File: src/rtl/seven_seg_capture.sv
// seven_seg_capture
// Monitors a multiplexed, active-low seven-segment bus (segments + anodes) and
// rebuilds, per digit position, the hex value, decimal point, glyph validity
// and blank state. A bus pattern is only captured after it has been sampled
// STABLE_CYCLES times in a row, which filters out scan-switch glitches.
// A capture with more than one anode low is reported as a sticky ghost error.

module seven_seg_capture #(
    parameter int NUM_DIGITS    = 4,
    parameter int STABLE_CYCLES = 4
) (
    input  logic                    clk_i,
    input  logic                    rst_i,
    input  logic [7:0]              seg_n_i,
    input  logic [NUM_DIGITS-1:0]   an_n_i,
    input  logic                    err_clr_i,
    output logic [4*NUM_DIGITS-1:0] digits_o,
    output logic [NUM_DIGITS-1:0]   dp_o,
    output logic [NUM_DIGITS-1:0]   valid_o,
    output logic [NUM_DIGITS-1:0]   blank_o,
    output logic                    update_o,
    output logic                    ghost_err_o
);

    // Counter only needs to reach STABLE_CYCLES-1, where it saturates.
    localparam int CNT_W = (STABLE_CYCLES > 2) ? $clog2(STABLE_CYCLES) : 1;
    localparam logic [CNT_W-1:0] CNT_MAX = CNT_W'(STABLE_CYCLES - 1);

    // All-segments-off pattern on seg_n[6:0].
    localparam logic [6:0] SEG_BLANK = 7'h7F;

    typedef enum logic [1:0] {
        S_IDLE    = 2'd0,
        S_TRACK   = 2'd1,
        S_CAPTURE = 2'd2,
        S_HOLD    = 2'd3
    } state_t;

    // Returns {hit, value}; hit=0 when the pattern is not one of the 16 hex glyphs.
    // Segment order is {g,f,e,d,c,b,a}, active-low.
    function automatic logic [4:0] glyph_decode(input logic [6:0] seg);
        logic [4:0] r;
        case (seg)
            7'h40:   r = {1'b1, 4'h0};
            7'h79:   r = {1'b1, 4'h1};
            7'h24:   r = {1'b1, 4'h2};
            7'h30:   r = {1'b1, 4'h3};
            7'h19:   r = {1'b1, 4'h4};
            7'h12:   r = {1'b1, 4'h5};
            7'h02:   r = {1'b1, 4'h6};
            7'h78:   r = {1'b1, 4'h7};
            7'h00:   r = {1'b1, 4'h8};
            7'h10:   r = {1'b1, 4'h9};
            7'h08:   r = {1'b1, 4'hA};
            7'h03:   r = {1'b1, 4'hB};
            7'h46:   r = {1'b1, 4'hC};
            7'h21:   r = {1'b1, 4'hD};
            7'h06:   r = {1'b1, 4'hE};
            7'h0E:   r = {1'b1, 4'hF};
            default: r = 5'h00;
        endcase
        return r;
    endfunction

    // Number of anodes driven (low) in an active-low anode vector.
    function automatic int count_low(input logic [NUM_DIGITS-1:0] an_n);
        int n;
        n = 0;
        for (int i = 0; i < NUM_DIGITS; i++) begin
            if (!an_n[i]) begin
                n = n + 1;
            end
        end
        return n;
    endfunction

    // True when no digit is being driven.
    function automatic logic an_idle(input logic [NUM_DIGITS-1:0] an_n);
        return &an_n;
    endfunction

    // Input sampling stage and one-cycle-delayed copy
    logic [7:0]            s_seg_q;
    logic [NUM_DIGITS-1:0] s_an_q;
    logic [7:0]            p_seg_q;
    logic [NUM_DIGITS-1:0] p_an_q;

    // Stability tracking and FSM
    logic [CNT_W-1:0] cnt_q, cnt_d;
    logic             same_in;
    state_t           state_q, state_d;

    // Captured display image
    logic [4*NUM_DIGITS-1:0] digits_q, digits_d;
    logic [NUM_DIGITS-1:0]   dp_q, dp_d;
    logic [NUM_DIGITS-1:0]   valid_q, valid_d;
    logic [NUM_DIGITS-1:0]   blank_q, blank_d;
    logic                    update_q, update_d;
    logic                    ghost_q, ghost_d;

    // Capture evaluation helpers
    int         cap_lows;
    logic [4:0] cap_glyph;

    // Register the bus once and keep the previous sample; reset to an idle bus.
    always_ff @(posedge clk_i) begin
        if (rst_i) begin
            s_seg_q <= '1;
            s_an_q  <= '1;
            p_seg_q <= '1;
            p_an_q  <= '1;
        end else begin
            s_seg_q <= seg_n_i;
            s_an_q  <= an_n_i;
            p_seg_q <= s_seg_q;
            p_an_q  <= s_an_q;
        end
    end

    // The incoming sample is compared with the one already held, so the counter
    // is cleared on the same edge that loads a changed pattern into s_seg/s_an.
    // cnt_q == CNT_MAX therefore means the last STABLE_CYCLES samples were equal.
    always_comb begin
        same_in = ({seg_n_i, an_n_i} == {s_seg_q, s_an_q});
        cnt_d   = cnt_q;
        if (!same_in) begin
            cnt_d = '0;
        end else if (cnt_q != CNT_MAX) begin
            cnt_d = cnt_q + 1'b1;
        end
    end

    // Stability counter register.
    always_ff @(posedge clk_i) begin
        if (rst_i) begin
            cnt_q <= '0;
        end else begin
            cnt_q <= cnt_d;
        end
    end

    // FSM state register.
    always_ff @(posedge clk_i) begin
        if (rst_i) begin
            state_q <= S_IDLE;
        end else begin
            state_q <= state_d;
        end
    end

    // FSM next-state: track a driven pattern until stable, capture it once,
    // then hold until the bus changes.
    always_comb begin
        state_d = state_q;
        case (state_q)
            S_IDLE: begin
                if (!an_idle(s_an_q)) begin
                    state_d = S_TRACK;
                end
            end
            S_TRACK: begin
                if (an_idle(s_an_q)) begin
                    state_d = S_IDLE;
                end else if (cnt_q == CNT_MAX) begin
                    state_d = S_CAPTURE;
                end
            end
            S_CAPTURE: begin
                state_d = S_HOLD;
            end
            S_HOLD: begin
                // A change always knocks the saturated counter back down, and
                // it cannot climb back to CNT_MAX before HOLD observes it.
                if (cnt_q != CNT_MAX) begin
                    state_d = an_idle(s_an_q) ? S_IDLE : S_TRACK;
                end
            end
            default: begin
                state_d = S_IDLE;
            end
        endcase
    end

    // FSM outputs: in CAPTURE, fold the stable pattern (held in p_seg/p_an,
    // which is the last sample counted as stable) into the display image.
    always_comb begin
        digits_d  = digits_q;
        dp_d      = dp_q;
        valid_d   = valid_q;
        blank_d   = blank_q;
        ghost_d   = ghost_q & ~err_clr_i;
        update_d  = 1'b0;
        cap_lows  = count_low(p_an_q);
        cap_glyph = glyph_decode(p_seg_q[6:0]);

        if (state_q == S_CAPTURE) begin
            if (cap_lows > 1) begin
                // Set has priority over a simultaneous err_clr.
                ghost_d = 1'b1;
            end else if (cap_lows == 1) begin
                for (int i = 0; i < NUM_DIGITS; i++) begin
                    if (!p_an_q[i]) begin
                        dp_d[i] = ~p_seg_q[7];
                        if (cap_glyph[4]) begin
                            digits_d[4*i +: 4] = cap_glyph[3:0];
                            valid_d[i]         = 1'b1;
                            blank_d[i]         = 1'b0;
                        end else if (p_seg_q[6:0] == SEG_BLANK) begin
                            valid_d[i] = 1'b0;
                            blank_d[i] = 1'b1;
                        end else begin
                            valid_d[i] = 1'b0;
                            blank_d[i] = 1'b0;
                        end
                    end
                end
            end
            update_d = ({digits_d, dp_d, valid_d, blank_d} !=
                        {digits_q, dp_q, valid_q, blank_q});
        end
    end

    // Display image, update pulse and sticky ghost flag registers.
    always_ff @(posedge clk_i) begin
        if (rst_i) begin
            digits_q <= '0;
            dp_q     <= '0;
            valid_q  <= '0;
            blank_q  <= '0;
            update_q <= 1'b0;
            ghost_q  <= 1'b0;
        end else begin
            digits_q <= digits_d;
            dp_q     <= dp_d;
            valid_q  <= valid_d;
            blank_q  <= blank_d;
            update_q <= update_d;
            ghost_q  <= ghost_d;
        end
    end

    assign digits_o    = digits_q;
    assign dp_o        = dp_q;
    assign valid_o     = valid_q;
    assign blank_o     = blank_q;
    assign update_o    = update_q;
    assign ghost_err_o = ghost_q;

endmodule

File: config.mk
export PLATFORM = sky130hd
export DESIGN_NAME = seven_seg_capture
export DESIGN_NICKNAME = d
export VERILOG_FILES = /design/src/rtl/seven_seg_capture.sv
export SDC_FILE = /design/constraint.sdc
export NUM_CORES = 1
export LEC_CHECK = 0
export BUFFER_PORTS_ARGS = -buffer_cell sky130_fd_sc_hd__buf_4
export CAP_MARGIN = 40
export CORE_ASPECT_RATIO = 1.1
export CORE_MARGIN = 2
export CORE_UTILIZATION = 45
export DETAILED_ROUTE_END_ITERATION = 8
export GPL_TIMING_DRIVEN = 0
export PLACE_DENSITY_LB_ADDON = 0.1
export SLEW_MARGIN = 15
export SYNTH_ARGS = -nofsm -noshare
export SYNTH_HDL_FRONTEND = slang
export SYNTH_SLANG_ARGS = --single-unit
export TNS_END_PERCENT = 5
File: constraint.sdc
create_clock -name clk_i -period 3.58 [get_ports clk_i]
set_clock_uncertainty 0.2 [all_clocks]
set_input_delay 0.537 -clock clk_i [delete_from_list [all_inputs] [get_ports clk_i]]
set_output_delay 0.537 -clock clk_i [all_outputs]
set_load 0.02 [all_outputs]
==> run metrics, run 1 <==
later-pin clock latency in the skew report 330 ps; status finished clean; vias in the first global route 2537; Pwr Total 0.00143 W; fraction of layout cells with a size suffix above 1 28.8%; Core Footprint 6560 sq um; overall die area 7450 sq um; die width 82.5 um; sequential area share after synthesis 38.1%; grt ovf 0; Required @ worst endpoint 3650 ps; most frequent cells in the layout 56 x dfxtp_1, 50 x buf_4, 32 x nor2_1; DP HPWL 5510 um; async set-reset flop share out of synthesis 0%; RSZ-0062 raised after global routing false; Port Buf Inserts 44; Max Root-Sink Buffers 2; EDFF count, synth 0; nets@finish 425; Ant. Diodes 0; most common cell after layout, fill and taps aside dfxtp_1; critical-path cell with the highest stage delay a2111oi_4; Synth Register Bits 58; RePlAce Congestion 0.850; Max Slew Vio Count 0; Slew HR 54.4%; Worst IR Drop VDD 0.244 mV; row count 31; Pwr per Cell Area 383 nW/um^2; crit path max fanout 8; Layout Cells excl Fill 492; Tmin final 3400 ps; Yosys cell types 61; final core utilization 56.9%; clk sinks 58; CP arrival 3480 ps; Setup Crit Path Kind reg -> reg; CTS Hold Buffers Added 0; Iter 0 DRT Violations 194; FILL cells 623; cells after synthesis 350; synthesis-to-finish area growth 22.3%; syn nets 369; Yosys warnings 0; nature of the critical path endpoint register; max-cap check violation count 0; IO Pins 45; DRC 0; syn_area_per_cell 8.70 sq um; largest net degree at the start of global routing 11; mapped cell area 3050 sq um; setup TNS 0 ps; GRT Total Usage 21.6%; TritonCTS clock tree built; H-tree levels 3; ys flop type dfxtp_1; crit-path cells inv_1 > ha_1 > buf_2 > xnor2_1 > ha_1 > or2_1 > mux2_2 > a2111oi_4 > a22o_1 > a21oi_1 > a22o_1 > o21ai_0 > o31a_1; number of vias per cell 5.48; first-pass GRT wire length 12500 um; HP Class in -> reg; Hold Violations, Final 0; Critical Path Max Stage Delay 430 ps; crit start category register; Avg WL per Cell 15.4 um; antenna violations before repair 0; Worst-Margin Slew 682 ps; placed cells 476; Total Wirelength 7580 um; Hold Crit Depth 2; FMAX 294 MHz; CTS clk-pin slew, worst paths 60 ps; setup violators final 0; FF+latch area 1160 sq um; die height 90.3 um; TritonCTS buffer count 9; Tcrit/Tclk final 95.1%; area occupied by multi-input gates 1790 sq um; initial core utilization 46.5%; DR vias 2694; antenna-violating nets left 0; CTS root buffer clkbuf_8; R2R cell count 13; Leak 1.44 nW; Pre-Repair DR Iteration Count 4
worst max-delay path, delay by kind of cell (launching register included):
kind | cells | cell delay (ps)
mux | 1 | 330
simple gates | 1 | 270
xor+xnor | 1 | 140
fa+ha+maj | 2 | 570
flops | 1 | 340
compound gates | 6 | 1160
buf+inv | 2 | 340
synthesized netlist by cell type (all sizes together) (2+ instances only):
| library cell | number | area share [%] |
|---|---|---|
| a211oi | 15 | 3.7 |
| a21oi | 25 | 4.2 |
| a22o | 3 | 0.90 |
| a22oi | 3 | 1.2 |
| a31oi | 3 | 0.62 |
| and3 | 3 | 0.62 |
| and3b | 2 | 0.58 |
| buf | 11 | 2.4 |
| clkbuf | 7 | 0.86 |
| dfxtp | 58 | 38 |
| ha | 4 | 1.6 |
| inv | 7 | 0.86 |
| mux2 | 2 | 0.74 |
| mux2i | 2 | 0.66 |
| nand2 | 28 | 3.7 |
| nand2b | 4 | 0.90 |
| nand3 | 8 | 1.3 |
| nand4 | 5 | 1.0 |
| nor2 | 35 | 4.6 |
| nor2b | 6 | 1.2 |
| nor3 | 13 | 2.5 |
| nor3b | 5 | 1.4 |
| nor4 | 2 | 0.41 |
| o2111ai | 3 | 0.86 |
| o211ai | 3 | 0.74 |
| o21ai | 13 | 2.5 |
| o22a | 2 | 0.58 |
| o22ai | 2 | 0.41 |
| or2 | 25 | 5.1 |
| or3 | 4 | 0.82 |
| xnor2 | 19 | 5.5 |
| xor2 | 12 | 3.4 |
through the flow:
step	hold slack (ps)	worst slack, ps	instance area (sq um)
CTS	195	60.2	3690
global placement	249	-83.7	3480
detailed placement	252	-77.9	3480
finish	204	177	3730
floorplan	238	399	3050
global route	195	13.1	3730
cells by family after synthesis:
family	after synthesis	synth area share, %
multiplexers	4	1.40
AND/OR/NAND/NOR	146	26.3
buffers and inverters	25	4.15
AO/OA/AOI/OAI	82	19.5
flip-flops	58	38.1
XOR/XNOR	31	8.91
adder cells (fa/ha/maj)	4	1.64
power by group:
part / switching [W] / internal [W]
combinational: 0.0000728 / 0.0000604
sequential: 0.0000140 / 0.000661
clock: 0.000246 / 0.000374
total: 0.000333 / 0.00110
what timing repair did:
action	in CTS	in global routing
pin swaps	0	2
buffers inserted	0	1
resized for setup	2	8
endpoints found under the setup margin	3	15
final timing paths:
kind	from	end	slack [ps]
setup / recovery	p_an_q[1]$_SDFF_PP1_	update_o$_SDFF_PP0_	180
hold / removal	an_n_i[1]	s_an_q[1]$_SDFF_PP1_	200
setup reg to reg	p_an_q[1]$_SDFF_PP1_	update_o$_SDFF_PP0_	180
hold reg to reg	s_seg_q[7]$_SDFF_PP1_	p_seg_q[7]$_SDFF_PP1_	270
final cells by class:
class	instances	share of cell area, %
well taps	82	2.75
plain buffers	18	2.69
flip-flops and latches	58	31.2
multi-input cells	267	48.1
clock buffers	13	4.53
clock inverters	2	0.940
repair buffers	45	9.06
inverters	7	0.705
state kept, by name, indices dropped and copies added, names as in the netlist, 2 cells and up, named ones only:
register and count:
digits_o 16, p_seg_q 8, s_seg_q 8, blank_o 4, dp_o 4, p_an_q 4
s_an_q 4, valid_o 4, cnt_q 2
metal layers:
metal | GRT usage, % | vias up | routed length (um)
met5 | 0 | - | 0
met4 | 6.39 | 0 | 70
met3 | 4.60 | 6 | 296
met2 | 33.1 | 55 | 3530
met1 | 30.1 | 1281 | 3680
li1 | - | 1352 | -
(Power assumes the default switching activity.)
==> inputs of run 2 (changes only) <==
--- a/config.mk
+++ b/config.mk
@@ -7,9 +7,11 @@
 export LEC_CHECK = 0
 export BUFFER_PORTS_ARGS = -buffer_cell sky130_fd_sc_hd__buf_4
 export CAP_MARGIN = 40
+export CELL_PAD_IN_SITES_DETAIL_PLACEMENT = 1
+export CELL_PAD_IN_SITES_GLOBAL_PLACEMENT = 1
 export CORE_ASPECT_RATIO = 1.1
 export CORE_MARGIN = 2
-export CORE_UTILIZATION = 45
+export CORE_UTILIZATION = 43
 export DETAILED_ROUTE_END_ITERATION = 8
 export GPL_TIMING_DRIVEN = 0
 export PLACE_DENSITY_LB_ADDON = 0.1
==> run 2 against run 1 <==
Compared with the run above:
- global-route usage is 2.0 points higher
- power is 4.4% higher
- setup slack lost 57 ps
- largest cell class unchanged
- maximum frequency down 1.6%
- sequential power is essentially flat
- register-to-register slack lost 60 ps
- flip-flop and latch count did not move
- hold slack worse by 16 ps
- cell count is 1.4% higher
- sequential share of layout area is 0.28 points lower
- highest routed layer unchanged
- critical path depth increased by 1
==> run metrics, run 2 (synthesis gave the netlist of run 1 again) <==
status finished clean; crit path max fanout 8; Tmin final 3460 ps; worst path buffer plus inverter count 3; Port Buf Inserts 44; clk sinks 58; Tcrit/Tclk final 96.6%; FF+latch area 1170 sq um; crit-path cells inv_1 > ha_1 > buf_4 > xnor2_1 > ha_1 > or2_1 > mux2_4 > a2111oi_4 > buf_4 > a22o_1 > a21oi_1 > a22o_1 > o21ai_0 > o31a_1; antenna violations before repair 0; Iter 0 DRT Violations 102; placed cells 479; Worst-Margin Slew 720 ps; Pre-Repair DR Iteration Count 4; DRC 0; FILL cells 850; initial core utilization 44.0%; crit start category register; later-pin clock latency in the skew report 350 ps; most frequent cells in the layout 56 x dfxtp_1, 54 x buf_4, 32 x nor2_1; HP Class in -> reg; Max Root-Sink Buffers 2; CTS clk-pin slew, worst paths 80 ps; setup violators final 0; Core Footprint 6930 sq um; Slew HR 51.8%; TritonCTS buffer count 9; die width 84.3 um; IO Pins 45; row count 32; first-pass GRT wire length 14300 um; grt ovf 0; Required @ worst endpoint 3670 ps; Worst IR Drop VDD 0.322 mV; RePlAce Congestion 0.857; die height 92.3 um; CTS root buffer clkbuf_8; Leak 1.45 nW; GRT Total Usage 23.5%; DP HPWL 6300 um; TritonCTS clock tree built; DR vias 2780; vias in the first global route 2760; area occupied by multi-input gates 1790 sq um; Pwr per Cell Area 396 nW/um^2; CP arrival 3550 ps; overall die area 7780 sq um; synthesis-to-finish area growth 23.7%; number of vias per cell 5.57; FMAX 289 MHz; Setup Crit Path Kind reg -> reg; Avg WL per Cell 17.7 um; max reg flops 16; Hold Violations, Final 0; fraction of layout cells with a size suffix above 1 29.7%; H-tree levels 3; max-cap check violation count 0; critical-path cell with the highest stage delay a2111oi_4; Critical Path Max Stage Delay 420 ps; largest net degree at the start of global routing 12; Ant. Diodes 0; Max Slew Vio Count 0; CP delay by family, top compound AO/OA/AOI/OAI gates; nets@finish 428; nature of the critical path endpoint register; most common cell after layout, fill and taps aside dfxtp_1; Total Wirelength 8820 um; Hold WS 188 ps; antenna-violating nets left 0; Layout Cells excl Fill 499
==> run 2: layout make-up <==
cell class	count	area share, %
well taps	85	2.82
inverters	7	0.697
clock inverters	7	2.49
flip-flops and latches	58	30.9
repair buffers	48	9.56
multi-input cells	267	47.5
clock buffers	9	3.29
plain buffers	18	2.72
==> run 2: through the flow <==
| stage | TNS, ps | power [W] | worst slack [ps] | util, % | instance area [sq um] |
|---|---|---|---|---|---|
| 4_1_cts | 0 | 0.00150 | 8.10 | 53.6 | 3720 |
| 2_1_floorplan | 0 | 0.000777 | 399 | - | 3050 |
| 3_3_place_gp | -336 | 0.000818 | -120 | 50.3 | 3480 |
| 6_report | 0 | 0.00149 | 120 | 54.4 | 3770 |
| 5_1_grt | -6.19 | 0.00154 | -6.19 | 54.4 | 3770 |
| 3_5_place_dp | -533 | 0.000822 | -172 | 50.3 | 3480 |
==> run 2: per-layer routing <==
metal | vias to the layer above | global-route usage (%) | wire length [um]
met3 | 11 | 5.13 | 320
li1 | 1359 | - | -
met1 | 1357 | 32.0 | 4110
met2 | 53 | 37.2 | 4250
met4 | 0 | 7.53 | 142
met5 | - | 0 | 0
==> run 2: path summary, 6_finish.rpt <==
| check | slack, ps | cells after the start | end | startpoint |
|---|---|---|---|---|
| max | 120 | 14 | update_o$_SDFF_PP0_ | p_an_q[0]$_SDFF_PP1_ |
| min reg2reg | 290 | 2 | ghost_err_o$_SDFF_PP0_ | ghost_err_o$_SDFF_PP0_ |
| max reg2reg | 120 | 14 | update_o$_SDFF_PP0_ | p_an_q[0]$_SDFF_PP1_ |
| min | 190 | 2 | s_seg_q[5]$_SDFF_PP1_ | seg_n_i[5] |
==> run 2: timing repair <==
action / in CTS / in global routing
hold buffers: 0 / 0
resized for setup: 4 / 9
setup buffers: 0 / 4
pin swaps: 1 / 6
endpoints found under the setup margin: 10 / 13
endpoints found under the hold margin: 0 / 0
==> run 2: report_power, final <==
part	switching (W)	internal, W
clock	0.000286	0.000390
combinational	0.0000766	0.0000633
sequential	0.0000148	0.000660
total	0.000377	0.00111
